### src/rtl/rotseq_pkg.sv
// Shared types and latency constants for rotate_sequencer.
package rotseq_pkg;

  localparam int MEM_LAT  = 1;
  localparam int ROT_LAT  = 2;
  localparam int PIPE_LEN = MEM_LAT + ROT_LAT;
  localparam int RES_W    = 6;

  typedef enum logic [1:0] {
    ST_IDLE,
    ST_ISSUE,
    ST_DRAIN,
    ST_DONE
  } state_e;

  typedef struct packed {
    logic signed [RES_W-1:0] x;
    logic signed [RES_W-1:0] y;
    logic                    last;
  } rot_result_t;

  // Clamp a rotator result into the s4.0 range [-16, 15].
  function automatic logic signed [RES_W-1:0] sat_s4(input logic signed [RES_W-1:0] v);
    if (v > 6'sd15) begin
      return 6'sd15;
    end else if (v < -6'sd16) begin
      return -6'sd16;
    end
    return v;
  endfunction

endpackage

### src/rtl/rotseq_fifo.sv
// Synchronous result FIFO, parameterised on depth and payload type.
// Read data is forced to zero while empty so idle outputs are deterministic.
module rotseq_fifo #(
  parameter int DEPTH = 4,
  parameter type T    = logic [7:0]
) (
  input  logic                       clk_i,
  input  logic                       rst_i,
  input  logic                       push_i,
  input  T                           wdata_i,
  input  logic                       pop_i,
  output T                           rdata_o,
  output logic [$clog2(DEPTH+1)-1:0] count_o,
  output logic                       full_o,
  output logic                       empty_o
);

  localparam int PTR_W = (DEPTH > 1) ? $clog2(DEPTH) : 1;
  localparam int CNT_W = $clog2(DEPTH + 1);

  T                 mem_q [DEPTH];
  logic [PTR_W-1:0] wr_ptr_q;
  logic [PTR_W-1:0] rd_ptr_q;
  logic [CNT_W-1:0] count_q;
  logic [CNT_W-1:0] count_d;
  logic             do_push;
  logic             do_pop;

  function automatic logic [PTR_W-1:0] ptr_inc(input logic [PTR_W-1:0] p);
    return (p == PTR_W'(DEPTH - 1)) ? '0 : p + PTR_W'(1);
  endfunction

  assign full_o  = (count_q == CNT_W'(DEPTH));
  assign empty_o = (count_q == '0);
  assign count_o = count_q;
  assign rdata_o = empty_o ? '0 : mem_q[rd_ptr_q];

  // A push into a full FIFO is only accepted when a pop frees the slot.
  assign do_pop  = pop_i && !empty_o;
  assign do_push = push_i && (!full_o || do_pop);

  always_comb begin
    count_d = count_q;
    if (do_push && !do_pop) begin
      count_d = count_q + CNT_W'(1);
    end else if (do_pop && !do_push) begin
      count_d = count_q - CNT_W'(1);
    end
  end

  always_ff @(posedge clk_i) begin
    if (rst_i) begin
      wr_ptr_q <= '0;
      rd_ptr_q <= '0;
      count_q  <= '0;
    end else begin
      if (do_push) begin
        wr_ptr_q <= ptr_inc(wr_ptr_q);
      end
      if (do_pop) begin
        rd_ptr_q <= ptr_inc(rd_ptr_q);
      end
      count_q <= count_d;
    end
  end

  always_ff @(posedge clk_i) begin
    if (do_push) begin
      mem_q[wr_ptr_q] <= wdata_i;
    end
  end

endmodule

### src/rtl/rotate_sequencer.sv
// Job controller streaming points through the external two-stage rotator into a result FIFO.
// Optional ROTSEQ_SAT_EN clamps results to s4.0 before they enter the FIFO.
//   state | meaning
//   IDLE  | waiting for a job, job_ready high
//   ISSUE | issuing point reads whenever FIFO credit allows
//   DRAIN | all reads issued, waiting for pipeline and FIFO to empty
//   DONE  | one-cycle completion pulse
module rotate_sequencer
  import rotseq_pkg::*;
#(
  parameter int COUNT_W    = 8,
  parameter int ADDR_W     = 8,
  parameter int FIFO_DEPTH = 4
) (
  input  logic                clk,
  input  logic                rst,
  input  logic                job_valid,
  output logic                job_ready,
  input  logic [ADDR_W-1:0]   job_base,
  input  logic [COUNT_W-1:0]  job_count,
  input  logic signed [8:0]   job_cos,
  input  logic signed [8:0]   job_sin,
  output logic                pt_rd,
  output logic [ADDR_W-1:0]   pt_addr,
  input  logic signed [4:0]   pt_x,
  input  logic signed [4:0]   pt_y,
  output logic signed [4:0]   rot_ix,
  output logic signed [4:0]   rot_iy,
  output logic signed [8:0]   rot_cos,
  output logic signed [8:0]   rot_sin,
  input  logic signed [5:0]   rot_ox,
  input  logic signed [5:0]   rot_oy,
  output logic                res_valid,
  input  logic                res_ready,
  output logic signed [5:0]   res_x,
  output logic signed [5:0]   res_y,
  output logic                res_last,
  output logic                busy,
  output logic                done
);

  localparam int CNT_W = $clog2(FIFO_DEPTH + 1);
  localparam int INF_W = $clog2(PIPE_LEN + 1);
  localparam int OCC_W = $clog2(FIFO_DEPTH + PIPE_LEN + 1) + 1;

  state_e               state_q, state_d;
  logic [ADDR_W-1:0]    addr_q, addr_d;
  logic [COUNT_W-1:0]   remain_q, remain_d;
  logic signed [8:0]    cos_q, cos_d;
  logic signed [8:0]    sin_q, sin_d;
  logic [PIPE_LEN-1:0]  valid_q;
  logic [PIPE_LEN-1:0]  last_q;

  logic                 issue_last;
  logic [INF_W-1:0]     inflight;
  logic [OCC_W-1:0]     occupancy;
  logic                 credit_ok;

  rot_result_t          push_data;
  rot_result_t          pop_data;
  logic                 fifo_push;
  logic                 fifo_pop;
  logic [CNT_W-1:0]     fifo_count;
  logic                 fifo_full;
  logic                 fifo_empty;

  always_comb begin
    inflight = '0;
    for (int i = 0; i < PIPE_LEN; i++) begin
      inflight = inflight + INF_W'(valid_q[i]);
    end
  end

  // Every issued read owns a FIFO slot from issue until it is popped, so the
  // rotator never has to stall.
  assign occupancy = OCC_W'(fifo_count) + OCC_W'(inflight) - OCC_W'(fifo_pop);
  assign credit_ok = (occupancy < OCC_W'(FIFO_DEPTH));

  always_comb begin
    state_d    = state_q;
    addr_d     = addr_q;
    remain_d   = remain_q;
    cos_d      = cos_q;
    sin_d      = sin_q;
    job_ready  = 1'b0;
    pt_rd      = 1'b0;
    issue_last = 1'b0;
    done       = 1'b0;
    unique case (state_q)
      ST_IDLE: begin
        job_ready = 1'b1;
        if (job_valid) begin
          addr_d   = job_base;
          remain_d = job_count;
          cos_d    = job_cos;
          sin_d    = job_sin;
          state_d  = (job_count == '0) ? ST_DONE : ST_ISSUE;
        end
      end
      ST_ISSUE: begin
        if (credit_ok) begin
          pt_rd      = 1'b1;
          issue_last = (remain_q == COUNT_W'(1));
          addr_d     = addr_q + ADDR_W'(1);
          remain_d   = remain_q - COUNT_W'(1);
          if (issue_last) begin
            state_d = ST_DRAIN;
          end
        end
      end
      ST_DRAIN: begin
        if ((inflight == '0) && fifo_empty) begin
          state_d = ST_DONE;
        end
      end
      ST_DONE: begin
        done    = 1'b1;
        state_d = ST_IDLE;
      end
      default: state_d = ST_IDLE;
    endcase
  end

  always_ff @(posedge clk) begin
    if (rst) begin
      state_q  <= ST_IDLE;
      addr_q   <= '0;
      remain_q <= '0;
      cos_q    <= '0;
      sin_q    <= '0;
      valid_q  <= '0;
      last_q   <= '0;
    end else begin
      state_q  <= state_d;
      addr_q   <= addr_d;
      remain_q <= remain_d;
      cos_q    <= cos_d;
      sin_q    <= sin_d;
      valid_q  <= {valid_q[PIPE_LEN-2:0], pt_rd};
      last_q   <= {last_q[PIPE_LEN-2:0], issue_last};
    end
  end

`ifdef ROTSEQ_SAT_EN
  assign push_data.x = sat_s4(rot_ox);
  assign push_data.y = sat_s4(rot_oy);
`else
  assign push_data.x = rot_ox;
  assign push_data.y = rot_oy;
`endif
  assign push_data.last = last_q[PIPE_LEN-1];
  assign fifo_push      = valid_q[PIPE_LEN-1];
  assign fifo_pop       = res_ready && !fifo_empty;

  rotseq_fifo #(
    .DEPTH (FIFO_DEPTH),
    .T     (rot_result_t)
  ) u_fifo (
    .clk_i   (clk),
    .rst_i   (rst),
    .push_i  (fifo_push),
    .wdata_i (push_data),
    .pop_i   (fifo_pop),
    .rdata_o (pop_data),
    .count_o (fifo_count),
    .full_o  (fifo_full),
    .empty_o (fifo_empty)
  );

  assign pt_addr   = addr_q;
  assign rot_ix    = pt_x;
  assign rot_iy    = pt_y;
  assign rot_cos   = cos_q;
  assign rot_sin   = sin_q;
  assign res_valid = !fifo_empty;
  assign res_x     = pop_data.x;
  assign res_y     = pop_data.y;
  assign res_last  = pop_data.last;
  assign busy      = (state_q != ST_IDLE);

  assert property (@(posedge clk) disable iff (rst) (fifo_push && fifo_full) |-> fifo_pop);

endmodule

### config.mk
export PLATFORM = sky130hd
export DESIGN_NAME = rotate_sequencer
export DESIGN_NICKNAME = d
export VERILOG_FILES = /design/src/rtl/rotseq_pkg.sv /design/src/rtl/rotseq_fifo.sv /design/src/rtl/rotate_sequencer.sv
export SDC_FILE = /design/constraint.sdc
export NUM_CORES = 1
export LEC_CHECK = 0
export BUFFER_PORTS_ARGS = -buffer_cell sky130_fd_sc_hd__buf_2
export CORE_MARGIN = 2
export CORE_UTILIZATION = 40
export CTS_CLUSTER_SIZE = 25
export DETAILED_ROUTE_END_ITERATION = 10
export PLACE_DENSITY = 0.75
export SYNTH_ARGS = -nofsm -noshare
export SYNTH_HDL_FRONTEND = slang
export SYNTH_SLANG_ARGS = --single-unit
export TNS_END_PERCENT = 100
### constraint.sdc
create_clock -name clk -period 3.1 [get_ports clk]
set_clock_uncertainty 0.2 [all_clocks]
set_input_delay 0.465 -clock clk [delete_from_list [all_inputs] [get_ports clk]]
set_output_delay 0.465 -clock clk [all_outputs]
set_load 0.05 [all_outputs]
Word level (Yosys, flattened, before mapping)
Memory sizes are Yosys's and may differ from the RTL's. A register that Yosys moved wholly into a read port is not among the register bits.
Index checks and enable logic that the tools add are counted.
{ "totals": {"regBits": 49, "latch_bits": 0, "ram_bits": 52, "romBits": 0, "input_bits": 60, "output_inout_bits": 54, "word_cells": 83, "mem_count": 1} }
{ "memory_table": {"columns": ["name", "words", "word_bits", "rd", "rd_clocked_by_memory_dff", "wr", "line_no", "text"], "rows": [
  ["u_fifo.mem_q", 4, 13, 1, 1, 1, "rotseq_fifo.sv:21", "T mem_q [DEPTH];"]
]} }
{ "op_classes": {"add_sub_neg": 10, "mul": 0, "div": 0, "magnitude_cmp": 1, "n_eq_ne": 11, "shift": 0, "mux": 25, "bitwise_logic": 2, "reduce_logical": 22} }
{ "ops": {"columns": ["operator", "n"], "rows": [
  ["$mux W8", 4],
  ["$pmux W8 S2", 2],
  ["$mux W2", 9],
  ["$mux W13", 1],
  ["$add A8 B1 Y8 const B", 1],
  ["$eq A2 B2 Y1 const B", 4],
  ["$eq A8 B1 Y1 const B", 1],
  ["$logic_not A8 Y1", 1],
  ["$ne A2 B2 Y1 const B", 4],
  ["$pmux W2 S4", 1],
  ["$sub A8 B1 Y8 const B", 1],
  ["$logic_and A1 B1 Y1", 6],
  ["$mux W1", 6],
  ["$mux W3", 2],
  ["$reduce_bool A2 Y1", 3],
  ["$add A2 B1 Y2 const B", 2],
  ["$add A3 B2 Y4", 1],
  ["$logic_not A1 Y1", 4],
  ["$logic_not A2 Y1", 2],
  ["$lt A4 B3 Y1 const B", 1],
  ["$reduce_and A4 Y1", 1],
  ["$sub A4 B1 Y4", 1],
  ["$add A3 B1 Y3 const B", 1],
  ["$eq A3 B3 Y1 const B", 1],
  ["other kinds (10)", 11]
]} }

Longest topological paths before layout
{ "logic_depth": {"depth_word": 10, "mapped_depth": 14, "mapped_depth_nobuf": 11} }

Cells and area by module
From an unflattened synthesis, not the netlist that was laid out.
{ "unflattened": {"hier_cells": 410, "hier_area_um2": 4679.5} }
{ "modules_own_cells": {"columns": ["mod", "n_inst", "cells_per_inst", "area_each_um2"], "rows": [
  ["rotseq_fifo", 1, 128, 2437.3],
  ["rotate_sequencer", 1, 282, 2242.2]
]} }

Worst setup path before layout
OpenSTA, ideal clock, no wires.
{ "synth_path": {"path_kind": "register to output", "startpoint": "reg u_fifo.count_q[0] (netlist: u_fifo.count_o[0])", "endpoint": "out pt_rd", "arrival_ns": 2.310, "t_required_ns": 2.435, "slack_ns": 0.125, "path_stages_with_launch": 12, "path_buffers": 1, "cell_sequence": "dfxtp_1 or3_1 buf_2 nand2_1 inv_1 ha_1 inv_1 ha_1 nand3b_1 nor3b_1 o21ai_0 inv_1"} }
{ "synth_between": {"elab_chain_cells": 7, "word_cells_on_any_way": 8} }
{ "synth_rtl": {"columns": ["item", "line_no", "text"], "rows": [
  ["start: declaration", "rotseq_fifo.sv:24", "logic [CNT_W-1:0] count_q;"],
  ["start signal: assignment", "rotseq_fifo.sv:63", "count_q <= count_d;"],
  ["parallel branches: the longest is 3 deep, another holds $add A3 B2 Y4", null, null],
  ["$sub A4 B1 Y4 (*)", "rotate_sequencer.sv:76", "assign occupancy = OCC_W'(fifo_count) + OCC_W'(inflight) - OCC_W'(fifo_pop);"],
  ["$lt A4 B3 Y1 (*)", "rotate_sequencer.sv:77", "assign credit_ok = (occupancy < OCC_W'(FIFO_DEPTH));"],
  ["$mux W1 (*)", "rotate_sequencer.sv:101", "if (credit_ok) begin"],
  ["$mux W1 (*)", "rotate_sequencer.sv:89", "unique case (state_q)"],
  ["end: declaration", "rotate_sequencer.sv:23", "output logic pt_rd,"]
]} }
Every way passes the cells marked *.

Final worst setup path
{ "layout_path": {"startpoint": "reg u_fifo.count_q[1] (netlist: u_fifo.count_o[1])", "endpoint": "out pt_rd"} }
The elaborated chain is that of the path after synthesis.

==> results.json <==
{
  "run_status": "complete, no violations",
  "grt_max_degree": 31,
  "regArea_um2": 2590,
  "met1_length_mm": 4.44,
  "clock.fmax_mhz": 332,
  "numPortBuffers": 93,
  "post-route-cell-area_um2": 5560,
  "pin_count": 114,
  "slew_viol_final": 0,
  "setup_tns_ps": 0,
  "netlist.area_leader.share_pct": 33.7,
  "worstSetupEndpointType": "primary output",
  "cts_sinks": 103,
  "synth_area_leaders": "edfxtp_1 34%, dfxtp_1 22%, mux4_2 6.3%, ha_1 4.6%, a21oi_1 4.4%",
  "finalCriticalPeriod_ps": 3010,
  "vias_per_cell": 5.26,
  "layout_setup_ws_ps": 85.0,
  "n_antenna_cell": 0,
  "fillers": 1051,
  "power_frac_clock_pct": 19.7,
  "layout.nets": 581,
  "maxUsedRoutingLayer": "met4",
  "relSlewSlack_pct": 52.6,
  "powerDensity_nw_per_um2": 957,
  "vias": 3416,
  "htreeDepth": 3,
  "switching_share_pct": 44.2,
  "cap_viol_max_count": 0,
  "dp_cells": 632,
  "wl_met2_mm": 4.70,
  "die_w_um": 112,
  "drtAntennaViolNets": 0,
  "ir_drop_uv": 539,
  "initial_core_util_pct": 40.7,
  "die_h_um": 112,
  "place_ws_ps": 154,
  "dieArea_um2": 12500,
  "routed_wl_mm": 9.91,
  "drive_above_1_share_pct": 30.4,
  "grt_pass1_vias": 3411,
  "hold_slack_ps": 139,
  "ys_async_sr_fraction_pct": 0,
  "synth_area_per_cell_um2": 11.2,
  "drcViolationCount": 0,
  "cp.arrival_ps": 2350,
  "cts_tree": "built",
  "p_leak_uw": 0.00220,
  "fin_cells": 650,
  "syn_nets": 494,
  "crit_path_start_kind": "flop",
  "cts_buffers": 9,
  "avgRoutedWirePerCell_um": 15.2,
  "multi_input_area_um2": 1860,
  "clk_latency_ps": 340,
  "overflow": 0,
  "setup_viol": 0,
  "p_switching_uw": 2350,
  "synth-seq-cells": 103,
  "antenna_found_initial": 0,
  "grt_first_pass_wirelength_mm": 16.1,
  "place_area_um2": 5200,
  "worstSetupPathType": "reg -> out",
  "syn2layout_area_growth_pct": 20.0,
  "cts_root_buf": "clkbuf_16",
  "yosysTopAreaCell": "edfxtp_1",
  "pwr-share-comb_pct": 47.3,
  "hpwl_mm": 6.81,
  "dr.first_iter.drc_count": 163,
  "synth_area_um2": 4630,
  "synth_edf_count": 52,
  "drt_pass1_iterations": 6,
  "synth_top_flop_cell": "edfxtp_1",
  "intPower_uw": 2970,
  "dr_wl_met3_um": 594,
  "grt_usage_pct": 15.9,
  "crit_required_ps": 2430,
  "hp-class": "in -> reg",
  "synth-seq-area-share_pct": 55.8,
  "core_um2": 11400,
  "synth_warnings": 0,
  "post_synth_num_cell_types": 50,
  "syn_inst": 415,
  "clk_pin_slew_ps": 70,
  "netlist_top_cells_count": "54 x nand2_1, 52 x edfxtp_1, 51 x dfxtp_1",
  "clk_path_buf_depth": 2,
  "post-synth-top-count-cell": "nand2_1",
  "hold_violations": 0,
  "fin_crit_sh_pct": 97.3,
  "cp_max_fo": 4,
  "place_congestion": 0.826,
  "fp-row-count": 39,
  "p_seq_share_pct": 33.0,
  "worst_pin_slew_ps": 711
}
kinds of logic after synthesis:
group                    synth area share [%]
multiplexers                             7.86
AO/OA/AOI/OAI                            10.8
XOR/XNOR                                0.568
buffers and inverters                    5.38
AND/OR/NAND/NOR                          14.2
flip-flops                               55.8
adder cells (fa/ha/maj)                  5.46
path summary, 6_finish.rpt:
path	slack [ps]	cells past startpoint	to	from
max	90	11	pt_rd	u_fifo.count_o[1]
max reg2reg	240	10	pt_addr[5]	valid_q[2]
min	140	1	u_fifo.mem_q[0][9]	rot_ox[2]
min reg2reg	240	1	last_q[1]	last_q[0]
what timing repair did:
action,4_1_cts,5_1_grt
endpoints found under the setup margin,1,3
gates cloned,0,0
pin swaps,2,7
buffers inserted,1,1
hold buffers,0,0
endpoints found under the hold margin,0,0
gates resized for setup,7,17
worst max-delay path, stage by stage, from the launching register on:
cell and delay [ps]:
dfxtp_2 320, or3_4 390, nand2_4 70, inv_2 40, ha_2 170, inv_2 50, ha_1 230, nand3b_1 160
nor3b_4 240, o21ai_2 100, inv_1 80, buf_6 150
sequential cells by signal, summed over array words and instances, names as in the netlist, named ones only:
signal	cells
u_fifo.mem_q	52
rot_cos	9
rot_sin	9
pt_addr	8
remain_q	8
last_q	3
u_fifo.count_o	3
valid_q	3
state_q	2
u_fifo.rd_ptr_q	2
u_fifo.wr_ptr_q	2
cell type report:
cell class / instances / area share, %
flip-flops and latches: 103 / 46.6
multi-input cells: 258 / 33.5
repair buffers: 106 / 10.2
clock buffers: 9 / 4.05
well taps: 143 / 3.22
inverters: 24 / 1.62
clock inverters: 7 / 0.833
placed cells by master (no fill, tap or decap), types with 9 or more instances in the layout:
cell and count:
buf_2 92, nor2_1 22, a21oi_1 41, buf_4 13, edfxtp_1 52, and2_1 20, clkbuf_16 9, inv_1 20
nand2_1 53, ha_1 14, dfxtp_1 46, mux4_2 13
power groups by stage:
stage | Clock [uW] | Combinational, uW | Sequential, uW
2_1_floorplan | 0 | 1610 | 2010
3_3_place_gp | 0 | 2350 | 1770
5_1_grt | 1150 | 2720 | 1780
3_5_place_dp | 0 | 2400 | 1780
4_1_cts | 1080 | 2450 | 1750
6_report | 1050 | 2520 | 1760
metal layers:
layer / up-vias / global-route usage (%)
met1: 1631 / 20.5
met4: 0 / 6.67
li1: 1647 / -
met2: 124 / 26.1
met3: 14 / 3.32
met5: - / 0
through the flow:
step	power, uW	utilization, %
2_1_floorplan	3620	-
3_3_place_gp	4120	45.7
3_5_place_dp	4180	45.7
4_1_cts	5280	48.3
5_1_grt	5650	48.9
6_report	5320	48.9
No activity file was read; power rests on OpenSTA's default activity.
